<file path="config.mk">
export PLATFORM = sky130hd
export DESIGN_NAME = pc_sequencer_flat
export DESIGN_NICKNAME = d
export VERILOG_FILES = /design/src/rtl/pc_pkg.sv /design/src/rtl/pc_sequencer_if.sv /design/src/rtl/pc_ras.sv /design/src/rtl/pc_sequencer.sv /design/src/flat_wrapper.sv
export SDC_FILE = /design/constraint.sdc
export NUM_CORES = 1
export LEC_CHECK = 0
export BUFFER_PORTS_ARGS = -buffer_cell sky130_fd_sc_hd__buf_4
export CORE_MARGIN = 2
export CORE_UTILIZATION = 55
export DETAILED_ROUTE_END_ITERATION = 8
export HOLD_SLACK_MARGIN = 0.08
export PLACE_DENSITY_LB_ADDON = 0.1
export REMOVE_ABC_BUFFERS = 1
export SETUP_SLACK_MARGIN = 0.02
export SYNTH_ARGS = -nofsm -noshare
export SYNTH_HDL_FRONTEND = slang
export SYNTH_HIERARCHICAL = 1
export SYNTH_SLANG_ARGS = --single-unit
</file>
<file path="constraint.sdc">
create_clock -name clk -period 8.4 [get_ports clk]
set_input_delay 0.84 -clock clk [delete_from_list [all_inputs] [get_ports clk]]
set_output_delay 0.84 -clock clk [all_outputs]
set_load 0.01 [all_outputs]
</file>
<file path="src/rtl/pc_pkg.sv">
// Shared types and constants for the program-counter sequencer.
package pc_pkg;

  typedef enum logic [2:0] {
    OP_SEQ    = 3'd0,
    OP_JUMP   = 3'd1,
    OP_BRANCH = 3'd2,
    OP_CALL   = 3'd3,
    OP_RET    = 3'd4,
    OP_HOLD   = 3'd5
  } pc_op_t;

  localparam int ERR_ALIGN = 0;
  localparam int ERR_OVF   = 1;
  localparam int ERR_UNF   = 2;

endpackage

</file>
<file path="src/rtl/pc_sequencer_if.sv">
// Control-unit <-> sequencer bus: op request in, pc and status out.
interface pc_sequencer_if #(
  parameter int WIDTH = 32
);
  logic             en;
  logic [2:0]       op;
  logic [WIDTH-1:0] target;
  logic [WIDTH-1:0] offset;
  logic [WIDTH-1:0] pc;
  logic [WIDTH-1:0] pc_plus;
  logic             ras_empty;
  logic             ras_full;
  logic [2:0]       err;

  modport master (
    output en, op, target, offset,
    input  pc, pc_plus, ras_empty, ras_full, err
  );

  modport slave (
    input  en, op, target, offset,
    output pc, pc_plus, ras_empty, ras_full, err
  );
endinterface

</file>
<file path="src/rtl/pc_ras.sv">
// Return-address stack: circular top pointer with a saturating count, so a
// push while full silently overwrites the oldest entry.
module pc_ras #(
  parameter int WIDTH     = 32,
  parameter int RAS_DEPTH = 4
) (
  input  logic             clk,
  input  logic             clr_n,
  input  logic             push,
  input  logic             pop,
  input  logic [WIDTH-1:0] push_data,
  output logic [WIDTH-1:0] top,
  output logic             empty,
  output logic             full,
  output logic             overflow
);
  localparam int PW = $clog2(RAS_DEPTH);
  localparam int CW = PW + 1;
  localparam logic [CW-1:0] DEPTH_C = CW'(RAS_DEPTH);

  logic [WIDTH-1:0] mem_q [RAS_DEPTH];
  logic [PW-1:0]    ptr_q, ptr_d;
  logic [CW-1:0]    cnt_q, cnt_d;

  assign empty    = (cnt_q == {CW{1'b0}});
  assign full     = (cnt_q == DEPTH_C);
  assign overflow = push & full;
  assign top      = mem_q[ptr_q];

  // Next pointer/count; push wins if both are asserted, pop on empty is a no-op.
  always_comb begin
    ptr_d = ptr_q;
    cnt_d = cnt_q;
    if (push) begin
      ptr_d = ptr_q + PW'(1);
      if (!full) begin
        cnt_d = cnt_q + CW'(1);
      end else begin
        cnt_d = cnt_q;
      end
    end else if (pop && !empty) begin
      ptr_d = ptr_q - PW'(1);
      cnt_d = cnt_q - CW'(1);
    end else begin
      ptr_d = ptr_q;
      cnt_d = cnt_q;
    end
  end

  // Stack state and storage.
  always_ff @(posedge clk) begin
    if (!clr_n) begin
      ptr_q <= {PW{1'b0}};
      cnt_q <= {CW{1'b0}};
      for (int i = 0; i < RAS_DEPTH; i++) begin
        mem_q[i] <= {WIDTH{1'b0}};
      end
    end else begin
      ptr_q <= ptr_d;
      cnt_q <= cnt_d;
      if (push) begin
        mem_q[ptr_d] <= push_data;
      end
    end
  end
endmodule

</file>
<file path="src/rtl/pc_sequencer.sv">
// Program counter with increment, jump, relative branch, call/return via an
// internal return-address stack, stall, and sticky error flags.
module pc_sequencer
  import pc_pkg::*;
#(
  parameter int                     WIDTH        = 32,
  parameter int                     STEP         = 4,
  parameter logic [WIDTH-1:0]       RESET_VECTOR = '0,
  parameter int                     RAS_DEPTH    = 4
) (
  input  logic clk,
  input  logic clr_n,
  pc_sequencer_if.slave bus
);
  localparam logic [WIDTH-1:0] STEP_C     = WIDTH'(STEP);
  localparam logic [WIDTH-1:0] ALIGN_MASK = WIDTH'(STEP - 1);

  logic [WIDTH-1:0] pc_q, pc_d;
  logic [2:0]       err_q, err_d;
  logic [WIDTH-1:0] pc_plus_s;
  logic [WIDTH-1:0] addr_s;
  logic             chk_align_s;
  logic             push_s, pop_s;
  logic [WIDTH-1:0] ras_top_s;
  logic             ras_empty_s, ras_full_s, ras_ovf_s;

  assign pc_plus_s = pc_q + STEP_C;

  pc_ras #(
    .WIDTH     (WIDTH),
    .RAS_DEPTH (RAS_DEPTH)
  ) u_ras (
    .clk       (clk),
    .clr_n     (clr_n),
    .push      (push_s),
    .pop       (pop_s),
    .push_data (pc_plus_s),
    .top       (ras_top_s),
    .empty     (ras_empty_s),
    .full      (ras_full_s),
    .overflow  (ras_ovf_s)
  );

  // Next-pc selection; targets from JUMP/CALL/BRANCH are forced onto STEP alignment.
  always_comb begin
    pc_d        = pc_q;
    err_d       = err_q;
    addr_s      = {WIDTH{1'b0}};
    chk_align_s = 1'b0;
    push_s      = 1'b0;
    pop_s       = 1'b0;
    if (bus.en) begin
      case (bus.op)
        OP_SEQ: pc_d = pc_plus_s;
        OP_JUMP: begin
          addr_s      = bus.target;
          chk_align_s = 1'b1;
        end
        OP_BRANCH: begin
          addr_s      = pc_q + bus.offset;
          chk_align_s = 1'b1;
        end
        OP_CALL: begin
          addr_s      = bus.target;
          chk_align_s = 1'b1;
          push_s      = 1'b1;
          if (ras_ovf_s) begin
            err_d[ERR_OVF] = 1'b1;
          end else begin
            err_d[ERR_OVF] = err_q[ERR_OVF];
          end
        end
        OP_RET: begin
          if (ras_empty_s) begin
            pc_d           = pc_plus_s;
            err_d[ERR_UNF] = 1'b1;
          end else begin
            pc_d  = ras_top_s;
            pop_s = 1'b1;
          end
        end
        default: pc_d = pc_q;
      endcase
      if (chk_align_s) begin
        pc_d = addr_s & ~ALIGN_MASK;
        if ((addr_s & ALIGN_MASK) != {WIDTH{1'b0}}) begin
          err_d[ERR_ALIGN] = 1'b1;
        end else begin
          err_d[ERR_ALIGN] = err_q[ERR_ALIGN];
        end
      end else begin
        addr_s = {WIDTH{1'b0}};
      end
    end else begin
      pc_d  = pc_q;
      err_d = err_q;
    end
  end

  // Architectural state.
  always_ff @(posedge clk) begin
    if (!clr_n) begin
      pc_q  <= RESET_VECTOR;
      err_q <= 3'b000;
    end else begin
      pc_q  <= pc_d;
      err_q <= err_d;
    end
  end

  assign bus.pc        = pc_q;
  assign bus.pc_plus   = pc_plus_s;
  assign bus.ras_empty = ras_empty_s;
  assign bus.ras_full  = ras_full_s;
  assign bus.err       = err_q;
endmodule
</file>
<file path="src/flat_wrapper.sv">
// flat-port wrapper written by rule: the top's interface ports become plain ports
module pc_sequencer_flat import pc_pkg::*;
#(
  parameter int                     WIDTH        = 32,
  parameter int                     STEP         = 4,
  parameter logic [WIDTH-1:0]       RESET_VECTOR = '0,
  parameter int                     RAS_DEPTH    = 4
)
  (clk, clr_n, bus_en, bus_op, bus_target, bus_offset, bus_pc, bus_pc_plus, bus_ras_empty, bus_ras_full, bus_err);
  pc_sequencer_if #(.WIDTH(WIDTH)) bus_i ();
  input  logic clk;
  input  logic clr_n;
  input wire logic [$bits(bus_i.en)-1:0] bus_en;
  input wire logic [$bits(bus_i.op)-1:0] bus_op;
  input wire logic [$bits(bus_i.target)-1:0] bus_target;
  input wire logic [$bits(bus_i.offset)-1:0] bus_offset;
  output wire logic [$bits(bus_i.pc)-1:0] bus_pc;
  output wire logic [$bits(bus_i.pc_plus)-1:0] bus_pc_plus;
  output wire logic [$bits(bus_i.ras_empty)-1:0] bus_ras_empty;
  output wire logic [$bits(bus_i.ras_full)-1:0] bus_ras_full;
  output wire logic [$bits(bus_i.err)-1:0] bus_err;
  assign bus_i.en = bus_en;
  assign bus_i.op = bus_op;
  assign bus_i.target = bus_target;
  assign bus_i.offset = bus_offset;
  assign bus_pc = bus_i.pc;
  assign bus_pc_plus = bus_i.pc_plus;
  assign bus_ras_empty = bus_i.ras_empty;
  assign bus_ras_full = bus_i.ras_full;
  assign bus_err = bus_i.err;
  pc_sequencer #(.WIDTH(WIDTH), .STEP(STEP), .RESET_VECTOR(RESET_VECTOR), .RAS_DEPTH(RAS_DEPTH)) u_core (.clk(clk), .clr_n(clr_n), .bus(bus_i));
endmodule
</file>
### Yosys cells after proc, flatten, opt, wreduce, memory -nomap -nowiden

Memories as Yosys holds them, arrays and structs flattened. A register that Yosys moved wholly into a read port is not among the register bits.
Cells that the tools add are included.

* flip-flop bits (word level): 40
* RAM bits: 128
* bits of input ports: 70
* output and inout bits: 69
* logic and storage cells: 60
* memories kept: 1

Memories
* u_core.u_ras.mem_q: words 4, width 32, rd ports 1, clocked after memory_dff 1, write ports 4, line pc_ras.sv:21 `logic [WIDTH-1:0] mem_q [RAS_DEPTH];`

* add/subtract/negate cells: 6
* eq/ne operators: 6
* mux-type cells: 25
* bitwise gates (word level): 1
* reductions and logical operators: 15

Operators with widths (number)
* 2-to-1 mux 32 bit: 4
* one-hot mux 32 bit (2 select lines): 2
* adder 32 x 3 -> 32 bit (second input constant): 1
* adder 32 bit: 1
* nonzero test 32 bit: 1
* OR reduction 32 bit: 1
* 2-to-1 mux 1 bit: 12
* 2-to-1 mux 3 bit: 3
* AND reduction 3 bit: 3
* 2-to-1 mux 2 bit: 4
* == test 3 x 2 -> 1 bit (second input constant): 2
* == test 3 bit (second input constant): 2
* zero test 3 bit: 2
* AND reduction 2 bit: 2
* adder 3 x 1 -> 3 bit (second input constant): 1
* == test 3 x 1 -> 1 bit (second input constant): 1
* nonzero test 3 bit: 1
* OR reduction 3 bit: 1
* subtractor 3 x 1 -> 3 bit (second input constant): 1
* adder 2 x 1 -> 2 bit (second input constant): 1
* inequality test 2 bit (second input constant): 1
* nonzero test 2 bit: 1
* OR reduction 2 bit: 1
* subtractor 2 x 1 -> 2 bit (second input constant): 1
* other kinds (3): 3

### Logic depth before layout (Yosys ltp)

Gate-level depths: netlist of run 1.

* depth after elaboration: 8
* mapped depth: 11
* gate-level depth less buffers: 11

### By module

Netlist of run 1, hierarchy kept.

By module, submodules not included
* pc_ras: instances 1, cells each 360, area an instance 5843.1 um^2, seq. area each 3943.8 um^2
* pc_sequencer: instances 1, cells each 536, area an instance 4042.6 um^2, seq. area each 700.7 um^2

### Worst setup path after synthesis of run 1

No wires, ideal clock.

* path type: input port to flip-flop
* start: input bus_op[2]
* end: memory u_core.u_ras.mem_q[1][0], enable pin
* setup time: 0.466 ns
* data arrival time: 4.138 ns
* required time: 7.934 ns
* slack: 3.796 ns
* stages on the path: 6
* path buffers: 2
* path through: clkbuf_1 > nor2_1 > clkbuf_1 > and3_1 > nand2b_1 > o21ai_0

RTL lines
* from (decl): line flat_wrapper.sv:14 `input wire logic [$bits(bus_i.op)-1:0] bus_op;`
* to (decl): line pc_ras.sv:21

### Final worst setup path of run 1

* start: register u_core.pc_q[2] (netlist: u_core/bus.pc[2])
* end: output bus_pc_plus[30]

* cells in the longest elaborated chain, start to end: 1

Ends and longest elaborated chain
* from (decl): line pc_sequencer.sv:18 `logic [WIDTH-1:0] pc_q, pc_d;`
* from (signal assigned): line pc_sequencer.sv:106 `pc_q <= pc_d;`
* adder 32 x 3 -> 32 bit: line pc_sequencer.sv:27 `assign pc_plus_s = pc_q + STEP_C;`
* to (decl): line flat_wrapper.sv:18 `output wire logic [$bits(bus_i.pc_plus)-1:0] bus_pc_plus;`

No other way between the ends.

==> results of run 1 <==
final cells by class:
type                    instances  area [um^2]
multi-input cells             654         4960
fillers                      1439         6050
flip-flops and latches        168         4650
clock buffers                  21          460
inverters                      19         71.3
well taps                     229          287
clock inverters                11          146
repair buffers                155         1160
cells by family after synthesis:
kind of cell    after synthesis  share of synthesized area [%]
compound gates              204                           14.8
xor+xnor                     53                           4.70
fa+ha+maj                    34                           4.46
buf+inv                      74                           3.32
flops                       168                           47.0
mux                          37                           7.80
simple gates                326                           18.0
cells in the final DEF, fill, tap and decap left out, types with 17 or more instances in the layout:
cell type / netlist / final
buf_4: 7 / 155
a221o_1: 21 / 21
o21ai_0: 48 / 45
inv_1: 19 / 19
a221oi_1: 25 / 25
nand3_1: 21 / 21
edfxtp_1: 128 / 128
and3_1: 41 / 41
mux4_2: 32 / 32
dfxtp_1: 40 / 38
nand2_1: 53 / 53
xnor2_1: 43 / 43
and2_1: 103 / 103
nor2_1: 49 / 45
clkbuf_16: 0 / 17
a21oi_1: 38 / 38
ha_1: 32 / 32
layer usage:
layer	global-route usage (%)	part of all wire, %	vias to the layer above
li1	-	-	3616
met1	42.9	42	3909
met2	49.6	49	360
met3	4.99	7.5	33
met4	9.24	1.8	0
met5	0	0	-
sequential cells by signal (all words and copies together) (netlist names):
| name | flops |
|---|---|
| u_core/bus.err | 3 |
| u_core/bus.pc | 32 |
| u_core/u_ras/cnt_q | 3 |
| u_core/u_ras/mem_q | 128 |
| u_core/u_ras/ptr_q | 2 |
power by group through the flow:
stage                     Sequential (uW)  Clock, uW  Combinational, uW
after floorplan                       974          0                196
after global placement                973          0                339
after detailed placement              974          0                341
after CTS                             957        820                343
after global routing                  961        852                375
final                                 957        814                346
worst paths after layout:
path,end
worst max-delay path,bus_pc_plus[30]
worst min-delay path,u_core/u_ras/cnt_q[1]
worst max register to register,u_core/bus.pc[22]
worst min register to register,u_core/u_ras/cnt_q[1]
through the flow:
step	setup slack, ps	util [%]
6_report	4310	66.0
5_1_grt	4160	66.0
4_1_cts	4380	66.0
3_5_place_dp	4830	62.6
3_3_place_gp	4810	62.6
2_1_floorplan	2770	-
worst min-delay path, stage by stage (launching register included):
cell and delay, ps:
dfxtp_1 340, nand2_1 60, mux2i_1 50
==> flow_summary.yaml, run 1 <==
status:
  run_status: "complete, no violations"
clock_network:
  htree_levels: 4
  clock-sinks: 168
  cts_resized: 0
  cts_buffers: 17
  cts_root_buf: "clkbuf_16"
  cts.clk_slew.worst_paths_ps: 70
  cts_setup_buffers: 0
  holdBufCountCts: 0
  clockBufferDepth: 2
  clkLatencyLatePin_ps: 430
  cts_tree: "built"
min_path:
  min-delay-path-class: "reg2reg"
  hold_path_depth: 2
  min-delay-start: "u_core/u_ras/cnt_q[1]"
worst_setup_path:
  crit_path_start_kind: "register"
  required_ps: 7560
  r2r-start: "u_core/bus.pc[0]"
  end_kind: "output port"
  cp_slowest_cell: "dfxtp_1"
  timing.reg2reg.setup_slack_ps: 5340
  crit_path_start: "u_core/bus.pc[2]"
  cp_num_buf_inv: 1
  worst-setup-path-type: "reg2out"
  path_cells: "ha_1 > nand3_1 > nor2_1 > and2_1 > nand3_2 > or2_1 > xnor2_1 > buf_4"
  path_max_fanout: 7
  slowest_delay_ps: 500
  reg2reg_depth: 11
  cp.depth: 8
  crit_family: "simple AND/OR/NAND/NOR gates"
  crit_arrival_ps: 3250
power_and_ir_drop:
  ir_drop_mv: 0.159
  switching_share_pct: 26.4
  p_leak_uw: 0.00464
  total_power_uw: 2120
  sequentialPowerShare_pct: 45.2
  p_comb_share_pct: 16.3
  p_clk_share_pct: 38.5
  power_switching_uw: 560
  powerDensity_mw_per_mm2: 181
  p_int_uw: 1560
timing:
  relSlewSlack_pct: 37.7
  finalClockSkew_ps: 10.8
  drv_slew: 0
  post-route-min-period_ps: 4090
  setup-tns-final_ps: 0
  fmax_mhz: 245
  tightest_slew_ps: 931
  rsz0062_at_grt: "no"
  fin_crit_sh_pct: 48.7
  whs_ps: 504
  setup_viol_count_final: 0
  finalHoldViolations: 0
yosys:
  synth_cells: 896
  synthArstFlopShare_pct: 0
  synth_common_cells: "128 x edfxtp_1, 103 x and2_1, 53 x nand2_1"
  yosysWarningCount: 6
  synth-seq-cells: 168
  syn_area_mm2: 0.00989
  netlist.area_leader.share_pct: 38.9
  synthTopCellsByArea: "edfxtp_1 39%, dfxtp_1 8.1%, mux4_2 7.3%"
  synth.most_common_cell: "edfxtp_1"
  synth_area_per_cell_um2: 11.0
  ys.flop_type: "edfxtp_1"
  synth_edf_count: 128
  synth_cell_type_count: 66
  yosys.area.top_type: "edfxtp_1"
  seq_area_frac_synth_pct: 47.0
route:
  drt_wl_total_um: 29000
  drt_pass1_iterations: 5
  drt-initial-drc-count: 723
  via_per_inst: 6.30
  via_count: 7918
  ant_nets: 0
  wl_per_cell_um: 23.1
  drcViolationCount: 0
global_routing:
  grt_max_degree: 73
  grt.total_usage_pct: 30.6
  grt_antenna_before_repair: 0
  grt_pass1_vias: 7806
  grt_first_pass_wirelength_um: 45000
  overflow: 0
floorplanning:
  die_h_um: 138
  rows: 49
  initial_core_util_pct: 55.6
  coreArea_mm2: 0.0178
  fp.dieW_um: 138
  dieArea_mm2: 0.0191
  ios: 139
cells_and_area:
  postLayoutCellArea_mm2: 0.0117
  finalNonFillerCells: 1257
  drive_above_1_share_pct: 23.9
  area_growth_pct: 18.7
  n_antenna_cell: 0
  fin_nets: 1119
place:
  placedCellCount: 1225
  place_area_mm2: 0.0111
  finalWeightedCongestion: 0.950
  port_buffers: 138
  dp_hpwl_um: 18900
flow_run:
  maxCapViolCount: 0
No activity file was read; power rests on OpenSTA's default activity.
==> inputs of run 2 (changes only) <==
==> constraint.sdc (replaced) <==
create_clock -name clk -period 3.8 [get_ports clk]
set_input_delay 0.38 -clock clk [delete_from_list [all_inputs] [get_ports clk]]
set_output_delay 0.38 -clock clk [all_outputs]
set_load 0.01 [all_outputs]
==> run 2 against run 1 <==
Non-clock buffer count up 6. Clock power up 120%. Final cell count up 0.48%. Critical path type unchanged. Largest cell class unchanged.
==> flow_summary.yaml, run 2 (synthesis gave the netlist of run 1 again) <==
status:
  run_status: "complete, no violations"
timing:
  drv_slew: 0
  finalClockSkew_ps: 9.33
  relSlewSlack_pct: 52.0
  setup-tns-final_ps: 0
  post-route-min-period_ps: 3370
  fmax_mhz: 297
  setup_viol_count_final: 0
  finalHoldViolations: 0
  fin_crit_sh_pct: 88.7
  tightest_slew_ps: 712
  rsz0062_at_grt: "no"
  layout_setup_ws_ps: 431
cells_and_area:
  final_cell_mix: "158 x buf_4, 128 x edfxtp_1, 103 x and2_1"
  area_growth_pct: 19.3
  fin_nets: 1125
  final_util_pct: 66.4
  largest_register_ffs: 128
  layout_commonest_cell: "buf_4"
  n_antenna_cell: 0
  drive_above_1_share_pct: 24.4
  postLayoutCellArea_mm2: 0.0118
  finalNonFillerCells: 1263
  regMostFlops: "u_core/u_ras/mem_q"
floorplanning:
  dieArea_mm2: 0.0191
  ios: 139
  rows: 49
  die_h_um: 138
  initial_core_util_pct: 55.6
  coreArea_mm2: 0.0178
  fp.dieW_um: 138
worst_setup_path:
  crit_path_start_kind: "register"
  crit_arrival_ps: 2990
  required_ps: 3420
  end_kind: "output port"
  cp_slowest_cell: "dfxtp_1"
  worst-setup-path-type: "reg2out"
  path_max_fanout: 7
  path_cells: "ha_1 > nand3_1 > nor2_1 > and2_1 > nand3_2 > or2_1 > xnor2_1 > buf_4"
  slowest_delay_ps: 450
route:
  drt_wl_total_um: 29000
  via_count: 7842
  drcViolationCount: 0
  ant_nets: 0
  drt_pass1_iterations: 5
  drt-initial-drc-count: 609
  via_per_inst: 6.21
  wl_per_cell_um: 22.9
place:
  post-place-ws_ps: 772
  place_area_mm2: 0.0112
  dp_hpwl_um: 19100
  port_buffers: 138
  placedCellCount: 1231
  finalWeightedCongestion: 0.910
clock_network:
  cts_setup_buffers: 0
  clockBufferDepth: 2
  cts_root_buf: "clkbuf_16"
  holdBufCountCts: 0
  cts.clk_slew.worst_paths_ps: 60
  clock-sinks: 168
  clkLatencyLatePin_ps: 430
  htree_levels: 4
  cts_buffers: 17
  cts_resized: 0
  cts_tree: "built"
power_and_ir_drop:
  powerDensity_mw_per_mm2: 394
  p_leak_uw: 0.00468
  ir_drop_mv: 0.334
global_routing:
  grt_pass1_vias: 7872
  grt.total_usage_pct: 30.7
  grt_max_degree: 36
  overflow: 0
  grt_first_pass_wirelength_um: 44700
  grt_antenna_before_repair: 0
flow_run:
  maxCapViolCount: 0
min_path:
  min-delay-path-class: "in2reg"
## run 2: changes by cell type in the layout (fill, tap and decap cells not counted)
cell	delta
clkinv_1	-2
buf_12	+3
buf_4	+3
clkbuf_1	+2
clkinv_2	+2
clkbuf_8	-2
## run 2: layer usage
layer / track usage [%] / wire, um / vias to the layer above
met2: 50.4 / 14000 / 382
met5: 0 / 0 / -
li1: - / - / 3628
met3: 6.51 / 2440 / 54
met1: 41.2 / 11800 / 3778
met4: 9.99 / 740 / 0
## run 2: area by class of cell
type | instances | area, um^2
Fill cell | 1414 | 5980
Multi-Input combinational cell | 654 | 4960
Sequential cell | 168 | 4650
Timing Repair Buffer | 161 | 1250
Clock buffer | 21 | 440
Tap cell | 229 | 287
Clock inverter | 11 | 149
Inverter | 19 | 71.3
## run 2: path summary, 6_finish.rpt
| path | from | to | slack (ps) | depth (start not counted) |
|---|---|---|---|---|
| max | u_core/bus.pc[2] | bus_pc_plus[30] | 430 | 8 |
| max reg2reg | u_core/bus.pc[0] | u_core/bus.pc[22] | 660 | 11 |
| min | bus_en | u_core/bus.err[0] | 270 | 3 |
| min reg2reg | u_core/bus.err[0] | u_core/bus.err[0] | 490 | 2 |
## run 2: where the power goes
group          switching (uW)  internal (uW)
logic                     440            333
registers                66.2           2050
clock network             728           1040
total                    1230           3420
## run 2: worst max-delay path, delay by kind of cell, from the launching register on
family / cells / cell delay (ps)
buffers and inverters: 1 / 190
flip-flops: 1 / 450
adder cells (fa/ha/maj): 1 / 230
XOR/XNOR: 1 / 320
AND/OR/NAND/NOR: 5 / 1360
## run 2: stage by stage
stage	total power, uW	hold slack [ps]
after detailed placement	2910	482
after global routing	4810	298
after floorplan	2590	468
final	4650	267
after global placement	2900	481
after CTS	4660	262
